File: config.mk
export PLATFORM = sky130hd
export DESIGN_NAME = acq_store_ctrl
export DESIGN_NICKNAME = d
export VERILOG_FILES = /design/src/rtl/acq_store_ctrl.sv
export SDC_FILE = /design/constraint.sdc
export NUM_CORES = 1
export LEC_CHECK = 0
export BUFFER_PORTS_ARGS = -buffer_cell sky130_fd_sc_hd__buf_2
export CAP_MARGIN = 10
export CORE_UTILIZATION = 50
export CTS_BUF_LIST = sky130_fd_sc_hd__clkbuf_4 sky130_fd_sc_hd__clkbuf_8
export DETAILED_ROUTE_END_ITERATION = 8
export PLACE_DENSITY = 0.84
export REMOVE_ABC_BUFFERS = 1
export SETUP_SLACK_MARGIN = 0.2
export SKIP_CTS_REPAIR_TIMING = 1
export SYNTH_ARGS = -nofsm -noshare
export SYNTH_HDL_FRONTEND = slang
export SYNTH_SLANG_ARGS = --single-unit
File: constraint.sdc
create_clock -name CLOCK -period 3 [get_ports CLOCK]
set_input_delay 0 -clock CLOCK [delete_from_list [all_inputs] [get_ports CLOCK]]
set_output_delay 0 -clock CLOCK [all_outputs]
set_load 0.02 [all_outputs]
File: src/rtl/acq_store_ctrl.sv
// -----------------------------------------------------------------------------
// acq_store_ctrl
//   Acquisition controller that sits downstream of the disc reader. It gates
//   the reader RUN line. It takes the reader's byte stream (DATA + WRITE
//   strobe) and writes it unchanged into the acquisition SRAM at sequential
//   addresses. A run can wait for an index edge before capturing. It stops
//   after a programmable number of index edges, when memory is full, or on a
//   host abort. After RUN drops, a short flush window keeps accepting bytes.
//
// Ports
//   CLOCK, RESET_N            rising-edge clock, asynchronous active-low reset
//   START, ABORT              host 1-cycle command pulses (ABORT wins)
//   WAIT_INDEX, STOP_IDX      run configuration, sampled while running
//   INDEX_IN                  index level, already synchronous to CLOCK
//   RD_DATA, RD_WRITE         reader byte stream, one strobe per byte
//   RD_RUN                    reader enable, high only while acquiring
//   MEM_ADDR/MEM_WDATA/MEM_WE SRAM write port, one registered write per byte
//   BUSY, DONE, FULL, OVERRUN status flags for the host register file
//   BYTE_COUNT                bytes stored in the current/last run
// -----------------------------------------------------------------------------
module acq_store_ctrl #(
    parameter int ADDR_WIDTH   = 19,
    parameter int FLUSH_CYCLES = 8
) (
    input  logic                  CLOCK,
    input  logic                  RESET_N,
    input  logic                  START,
    input  logic                  ABORT,
    input  logic                  WAIT_INDEX,
    input  logic [7:0]            STOP_IDX,
    input  logic                  INDEX_IN,
    input  logic [7:0]            RD_DATA,
    input  logic                  RD_WRITE,
    output logic                  RD_RUN,
    output logic [ADDR_WIDTH-1:0] MEM_ADDR,
    output logic [7:0]            MEM_WDATA,
    output logic                  MEM_WE,
    output logic                  BUSY,
    output logic                  DONE,
    output logic                  FULL,
    output logic                  OVERRUN,
    output logic [ADDR_WIDTH:0]   BYTE_COUNT
);

    typedef enum logic [2:0] {
        S_IDLE,
        S_ARM,
        S_ACQUIRE,
        S_FLUSH,
        S_DONE
    } state_t;

    localparam logic [ADDR_WIDTH:0] LAST_ADDR  = {1'b0, {ADDR_WIDTH{1'b1}}};
    localparam logic [ADDR_WIDTH:0] CNT_ONE    = {{ADDR_WIDTH{1'b0}}, 1'b1};
    localparam logic [7:0]          FLUSH_LAST = 8'(FLUSH_CYCLES - 1);

    state_t                  state_q, state_d;
    logic                    index_q;
    logic [7:0]              idx_cnt_q, idx_cnt_d;
    logic [7:0]              flush_cnt_q, flush_cnt_d;
    logic [ADDR_WIDTH:0]     count_q, count_d;
    logic                    full_q, full_d;
    logic                    ovr_q, ovr_d;
    logic                    rd_run_q, rd_run_d;
    logic                    busy_q, busy_d;
    logic                    done_q, done_d;
    logic                    mem_we_q, mem_we_d;
    logic [ADDR_WIDTH-1:0]   mem_addr_q, mem_addr_d;
    logic [7:0]              mem_wdata_q, mem_wdata_d;

    logic                    idx_rise;
    logic                    storing;
    logic                    abort_hit;
    logic                    start_ok;
    logic                    store_now;
    logic                    full_set;
    logic                    stop_hit;
    logic [7:0]              idx_cnt_inc;

    always_comb begin
        idx_rise    = INDEX_IN & ~index_q;
        storing     = (state_q == S_ACQUIRE) || (state_q == S_FLUSH);
        abort_hit   = ABORT && (state_q != S_IDLE);
        start_ok    = START && !ABORT && ((state_q == S_IDLE) || (state_q == S_DONE));
        store_now   = storing && RD_WRITE && !full_q && !abort_hit;
        // BYTE_COUNT doubles as the write pointer; the top bit only becomes
        // set once the final location has been written, so it never wraps.
        full_set    = store_now && (count_q == LAST_ADDR);
        idx_cnt_inc = (idx_cnt_q == 8'hFF) ? idx_cnt_q : idx_cnt_q + 8'd1;
        stop_hit    = 1'b0;

        state_d     = state_q;
        idx_cnt_d   = idx_cnt_q;
        flush_cnt_d = flush_cnt_q;
        count_d     = count_q;
        full_d      = full_q;
        ovr_d       = ovr_q;
        mem_we_d    = store_now;
        mem_addr_d  = mem_addr_q;
        mem_wdata_d = mem_wdata_q;

        if (store_now) begin
            mem_addr_d  = count_q[ADDR_WIDTH-1:0];
            mem_wdata_d = RD_DATA;
            count_d     = count_q + CNT_ONE;
        end
        if (full_set) begin
            full_d = 1'b1;
        end
        if (storing && RD_WRITE && full_q && !abort_hit) begin
            ovr_d = 1'b1;
        end

        case (state_q)
            S_IDLE, S_DONE: begin
                if (start_ok) begin
                    state_d   = WAIT_INDEX ? S_ARM : S_ACQUIRE;
                    count_d   = '0;
                    idx_cnt_d = 8'd0;
                    full_d    = 1'b0;
                    ovr_d     = 1'b0;
                end
            end
            S_ARM: begin
                // The arming edge only opens the window; it is not counted.
                if (idx_rise) begin
                    state_d = S_ACQUIRE;
                end
            end
            S_ACQUIRE: begin
                if (idx_rise) begin
                    idx_cnt_d = idx_cnt_inc;
                    if ((STOP_IDX != 8'd0) && (idx_cnt_inc == STOP_IDX)) begin
                        stop_hit = 1'b1;
                    end
                end
                // Index stop and memory full share one FLUSH entry.
                if (stop_hit || full_set || full_q) begin
                    state_d     = S_FLUSH;
                    flush_cnt_d = 8'd0;
                end
            end
            S_FLUSH: begin
                if (flush_cnt_q == FLUSH_LAST) begin
                    state_d = S_DONE;
                end else begin
                    flush_cnt_d = flush_cnt_q + 8'd1;
                end
            end
            default: begin
                state_d = S_IDLE;
            end
        endcase

        if (abort_hit) begin
            state_d = S_IDLE;
        end

        // Status outputs are registered from the next state so they line up
        // exactly with the state register.
        rd_run_d = (state_d == S_ACQUIRE);
        busy_d   = (state_d == S_ARM) || (state_d == S_ACQUIRE) || (state_d == S_FLUSH);
        done_d   = (state_d == S_DONE);
    end

    always_ff @(posedge CLOCK or negedge RESET_N) begin
        if (!RESET_N) begin
            state_q     <= S_IDLE;
            index_q     <= 1'b0;
            idx_cnt_q   <= 8'd0;
            flush_cnt_q <= 8'd0;
            count_q     <= '0;
            full_q      <= 1'b0;
            ovr_q       <= 1'b0;
            rd_run_q    <= 1'b0;
            busy_q      <= 1'b0;
            done_q      <= 1'b0;
            mem_we_q    <= 1'b0;
            mem_addr_q  <= '0;
            mem_wdata_q <= 8'd0;
        end else begin
            state_q     <= state_d;
            index_q     <= INDEX_IN;
            idx_cnt_q   <= idx_cnt_d;
            flush_cnt_q <= flush_cnt_d;
            count_q     <= count_d;
            full_q      <= full_d;
            ovr_q       <= ovr_d;
            rd_run_q    <= rd_run_d;
            busy_q      <= busy_d;
            done_q      <= done_d;
            mem_we_q    <= mem_we_d;
            mem_addr_q  <= mem_addr_d;
            mem_wdata_q <= mem_wdata_d;
        end
    end

    assign RD_RUN     = rd_run_q;
    assign MEM_ADDR   = mem_addr_q;
    assign MEM_WDATA  = mem_wdata_q;
    assign MEM_WE     = mem_we_q;
    assign BUSY       = busy_q;
    assign DONE       = done_q;
    assign FULL       = full_q;
    assign OVERRUN    = ovr_q;
    assign BYTE_COUNT = count_q;

endmodule
Yosys cells after proc, flatten, opt, wreduce, memory -nomap -nowiden

Index checks and enable logic that the tools add are counted.

Bits in read-only memories: 0
Memories kept: 0
Latch bits: 0
Logic and storage cells: 87
RAM bits: 0
Register bits after elaboration: 73
Output and inout bits: 53
Input port bits: 23

Magnitude comparators: 0
Eq/ne operators: 16
Multipliers: 0
Div/mod/pow operators: 0
Bitwise operators: 2
$add $sub $neg: 3
Mux-type cells: 26
Reduce and logical (&&, ||, !) cells: 27
Shift-type cells: 0

Operators by type and width:

| operator                                                           | number |
|---|---|
| 20-bit 2-to-1 mux                                                  | 3 |
| 8-bit 2-to-1 mux                                                   | 5 |
| 8-bit one-hot mux with 2 select lines                              | 2 |
| 20-bit by 1-bit adder with 20-bit output (second input constant)   | 1 |
| 20-bit by 19-bit == test with 1-bit output (second input constant) | 1 |
| 8-bit by 1-bit adder with 8-bit output (second input constant)     | 2 |
| 3-bit 2-to-1 mux                                                   | 5 |
| 3-bit by 2-bit == test with 1-bit output (second input constant)   | 4 |
| 3-bit one-hot mux with 4 select lines                              | 1 |
| 1-bit logical AND                                                  | 10 |
| 1-bit 2-to-1 mux                                                   | 9 |
| 8-bit by 3-bit == test with 1-bit output (second input constant)   | 1 |
| 8-bit == test                                                      | 1 |
| 8-bit == test (second input constant)                              | 1 |
| 8-bit nonzero test                                                 | 1 |
| 3-bit by 1-bit == test with 1-bit output (second input constant)   | 2 |
| 3-bit == test (second input constant)                              | 2 |
| 1-bit logical OR                                                   | 6 |
| 2-bit inequality test (second input constant)                      | 3 |
| 3-bit AND reduction                                                | 2 |
| 2-bit nonzero test                                                 | 2 |
| 1-bit logical NOT                                                  | 3 |
| 3-bit logical NOT                                                  | 1 |
| 3-bit nonzero test                                                 | 1 |
| 5 further kinds                                                    | 5 |

Logic depth before layout (Yosys ltp)

Word-level depth: 15
Depth in mapped cells: 8
Mapped depth without buffers: 7

Worst setup path after synthesis

Ideal clock, no wire load.

Path kind: reg-to-reg
Start: register idx_cnt_q[1]
End: register flush_cnt_q[1]
Library setup time: 0.140 ns
Required time: 2.860 ns
Buffers on the path: 0
Arrival time: 2.213 ns
Clock period less this slack: 2.353 ns
Slack: 0.647 ns
Cell stages (with the launch flop): 8
Cells stage by stage: dfrtp_1 ha_1 xor2_1 nor2_1 or4b_1 a32o_1 nor4_4 o31ai_1

Longest elaborated chain between the ends: 11
Elaborated cells between the ends (all ways): 12
Those cells by class: add/sub: 1; eq/ne: 3; mux: 4; reduce/logical: 4

RTL lines:

| item                                                                    | line | text |
|---|---|---|
| start: declaration                                                      | 59   | `logic [7:0] idx_cnt_q, idx_cnt_d;` |
| start signal: assignment                                                | 184  | `idx_cnt_q <= idx_cnt_d;` |
| 8-bit by 1-bit adder with 8-bit output or 8-bit == test (tied branches) | 89   | `idx_cnt_inc = (idx_cnt_q == 8'hFF) ? idx_cnt_q : idx_cnt_q + 8'd1;` |
| 8-bit 2-to-1 mux (*)                                                    | 89   |  |
| 8-bit == test (*)                                                       | 133  | `if ((STOP_IDX != 8'd0) && (idx_cnt_inc == STOP_IDX)) begin` |
| 1-bit logical AND (*)                                                   | 133  |  |
| 1-bit 2-to-1 mux (*)                                                    | 133  |  |
| 1-bit 2-to-1 mux (*)                                                    | 131  | `if (idx_rise) begin` |
| 1-bit 2-to-1 mux (*)                                                    | 114  | `case (state_q)` |
| 1-bit logical OR (*) (2 in a row)                                       | 138  | `if (stop_hit \|\| full_set \|\| full_q) begin` |
| 2-bit by 1-bit inequality test with 1-bit output (no line) (*)          | --   |  |
| 3-bit AND reduction (no line) (*)                                       | --   |  |
| end signal: assignment                                                  | 185  | `flush_cnt_q <= flush_cnt_d;` |
| end: declaration                                                        | 60   | `logic [7:0] flush_cnt_q, flush_cnt_d;` |

Every way passes the cells marked *; elsewhere a longest branch is shown, timed or not. The select of a mux whose other input is x is not followed.
A chain may end at the register's enable or synchronous reset.

Final worst setup path

Start: register idx_cnt_q[2]
End: register flush_cnt_q[1]

The elaborated chain is that of the path after synthesis.

==> results.txt <==
Clock latency on the worst-skew pair - 350 ps
Placed cell areas - 0.00410 mm²
Setup TNS - 0 ps
Vias per cell - 5.59
TritonRoute pass-1 iters - 4
Combinational power share - 0.263
CTS Root Cell - clkbuf_8
Port Buffers - 75
Storage element area - 0.00183 mm²
Total Wirelength - 7990 µm
Crit-path max FO - 13
Final Util - 0.639
Top_reg_cell synth - dfrtp_1
Fraction of layout cells with a size suffix above 1 - 0.304
HPWL Detailed - 5490 µm
Worst Path Required - 3220 ps
Num Clock Sinks - 73
Htree depth - 3
Clock Tree Buf Depth - 2
Sequential power share - 0.457
Non-filler cells, final - 530
Core Rows - 30
Fmax - 391 MHz
Met3 Use GR - 0.0398
Post-synth top area share - 0.502
Mean routed wirelength per cell - 15.1 µm
Iter 0 DRT Violations - 154
Area contributors post-synth - dfrtp_1 50%, mux2_2 8.7%, xor2_1 5.1%
Largest family of logic cells by synthesized area - simple AND/OR/NAND/NOR gates
Antenna diode count - 0
Adder-Cell Fraction of Synth Area - 0.0103
Post-synth top cells - 73 x dfrtp_1, 32 x nor2_1, 28 x mux2_2, 21 x nand2_1, 21 x xor2_1
Core area - 0.00691 mm²
Synth warnings - 0
Cells after synthesis - 345
Post-synthesis mux area share - 0.0895
Post-Place Worst Slack - 283 ps
Vias in the first global route - 2738
Layout Nets - 455
Post-synth EDFFs - 0
Critical path launch point type - flip-flop
Seq cells post-synth - 73
Setup-failing EPs final - 0
Ports - 76
GRT met1 Usage - 0.294
RSZ-0062 raised after global routing - no
Sw Ratio - 0.342
FF-to-FF path depth - 6
Most common cell in the netlist - dfrtp_1
TritonCTS Buffers - 9
Via Count - 2964
Setup Skew - 8.46 ps
Tcrit/Tclk final - 0.854
Post-synthesis compound-gate area fraction - 0.0836
Synth Area in Simple Gates - 0.212
Clock share of power - 0.280
Worst vdd ir - 0.357 mV
Netlist Area Pre-Place - 0.00364 mm²
CTS clk-pin slew, worst paths - 80 ps
Cell taking the most area after synthesis - dfrtp_1
Seq/Total Area, Yosys - 0.502
XOR/XNOR share of the synthesized area - 0.0747
Fin crit period - 2560 ps
Syn_area_per_cell - 10.5 µm²
Area Growth Syn to Fin - 21.3%
Die W - 87.3 µm
DRC Markers - 0
Die Ht - 87.3 µm
CTS tree - yes
Crit path to - flush_cnt_q[1]$_DFFE_PN0P_
Fin. max-slew vios - 0
Pwr per Cell Area - 641 mW/mm²
Routability congestion estimate - 0.932
Worst R2R Start - idx_cnt_q[2]$_DFFE_PN0P_
Crit end category - flip-flop
Initial core utilization - 0.526
Final Hold Viols - 0
Slack of the critical path - 439 ps
Layer with the highest usage - met2
Worst slew pin tran - 897 ps
Initial antenna violation count - 0
Routed Antenna Nets - 0
Leak - 2.14 nW
Post-synthesis async set-or-reset flop share - 1.00
WS Path Type - reg -> reg
Pin count of the biggest net entering global routing - 74
Critical Path AT - 2780 ps
Post-synth cell types - 49
Met2 Use GR - 0.352
R2R setup slack - 440 ps
GR Util All Layers - 0.220
Reg2Reg Capture Point - flush_cnt_q[1]$_DFFE_PN0P_
Int Power - 1.86 mW
Area of the multi-input gates - 0.00172 mm²
CP Launch Point - idx_cnt_q[2]$_DFFE_PN0P_
Status - finished clean
P_sw - 0.968 mW
First-pass GRT wire length - 12800 µm
Hold crit path type - in -> reg
Fin area - 0.00441 mm²
Total congestion overflow - 0
Number of max-cap violations - 0
Slew HR - 0.402
Die footprint - 0.00762 mm²
Filler cells - 578
Placed insts - 503
worst min-delay path by stage:
| stage | to | start | slack [ps] | depth (start not counted) |
|---|---|---|---|---|
| 2_1_floorplan | BUSY$_DFF_PN0_ | RESET_N | -300 | 0 |
| 3_3_place_gp | index_q$_DFF_PN0_ | INDEX_IN | 120 | 1 |
| 3_5_place_dp | index_q$_DFF_PN0_ | INDEX_IN | 130 | 1 |
| 4_1_cts | index_q$_DFF_PN0_ | INDEX_IN | -240 | 1 |
| 5_1_grt | BUSY$_DFF_PN0_ | START | 10 | 3 |
| 6_report | BUSY$_DFF_PN0_ | START | 10 | 3 |
stage by stage:
stage	hold slack (ps)	power (mW)
after floorplan	-296	1.79
after global placement	123	2.01
after detailed placement	130	2.04
after CTS	-244	2.83
after global routing	12.5	2.98
final	9.88	2.83
power groups by stage:
stage	clock [mW]	sequential, mW	combinational (mW)
after floorplan	0	1.40	0.392
after global placement	0	1.30	0.711
after detailed placement	0	1.31	0.732
after CTS	0.805	1.29	0.738
after global routing	0.836	1.32	0.823
final	0.792	1.29	0.744
layer usage:
metal  vias up  routed length [µm]  part of all wire
met5         -                   0                 0
met4         0                  99             0.012
met3         9                 436             0.055
met2       101                3840              0.48
met1      1434                3610              0.45
li1       1420                   -                 -
registers in the layout, summed over array words and instances, names as in the netlist:
signal and flops:
BUSY 1, BYTE_COUNT 20, DONE 1, FULL 1
MEM_ADDR 19, MEM_WDATA 8, MEM_WE 1, OVERRUN 1
RD_RUN 1, flush_cnt_q 8, idx_cnt_q 8, index_q 1
state_q 3
logic make-up (layout without fill, tap and decap cells):
family,after synthesis,in the layout
AO/OA/AOI/OAI,46,46
XOR/XNOR,31,31
flip-flops,73,73
AND/OR/NAND/NOR,139,139
multiplexers,29,29
adder cells (fa/ha/maj),3,3
buffers and inverters,24,113
critical path: stages, from the launching register on:
cell	delay, ps
dfrtp_1	540
nand3_2	290
o21a_1	270
or3_1	350
a32o_1	290
nor4_4	530
o31ai_1	150
layout make-up:
class | count | area share
inverters | 6 | 0.00510
well taps | 96 | 0.0272
multi-input cells | 248 | 0.389
clock buffers | 10 | 0.0312
repair buffers | 91 | 0.119
clock inverters | 6 | 0.0150
flip-flops and latches | 73 | 0.414
layout by cell type (no fill, tap or decap), types with 2 or more instances in the layout:
| master | synthesis | routed |
|---|---|---|
| a21oi_1 | 13 | 13 |
| a311oi_1 | 3 | 3 |
| a31oi_1 | 4 | 4 |
| a32o_1 | 2 | 2 |
| and2_1 | 3 | 3 |
| and3_1 | 13 | 13 |
| and4_1 | 6 | 6 |
| and4b_1 | 2 | 2 |
| buf_2 | 4 | 75 |
| buf_4 | 1 | 5 |
| clkbuf_8 | 0 | 10 |
| clkinvlp_4 | 0 | 3 |
| dfrtp_1 | 73 | 73 |
| dlygate4sd3_1 | 0 | 11 |
| ha_1 | 3 | 2 |
| inv_1 | 6 | 6 |
| mux2_2 | 28 | 28 |
| nand2_1 | 21 | 21 |
| nand2b_1 | 5 | 5 |
| nand3_1 | 13 | 13 |
| nand4_1 | 11 | 11 |
| nor2_1 | 32 | 32 |
| nor2b_1 | 4 | 3 |
| nor3_1 | 11 | 11 |
| nor3_2 | 2 | 2 |
| nor4_1 | 5 | 5 |
| nor4b_1 | 2 | 2 |
| o21ai_0 | 10 | 10 |
| o31ai_1 | 3 | 3 |
| or3_1 | 3 | 3 |
| xnor2_1 | 10 | 10 |
| xor2_1 | 21 | 21 |
No activity file was read; power rests on OpenSTA's default activity.
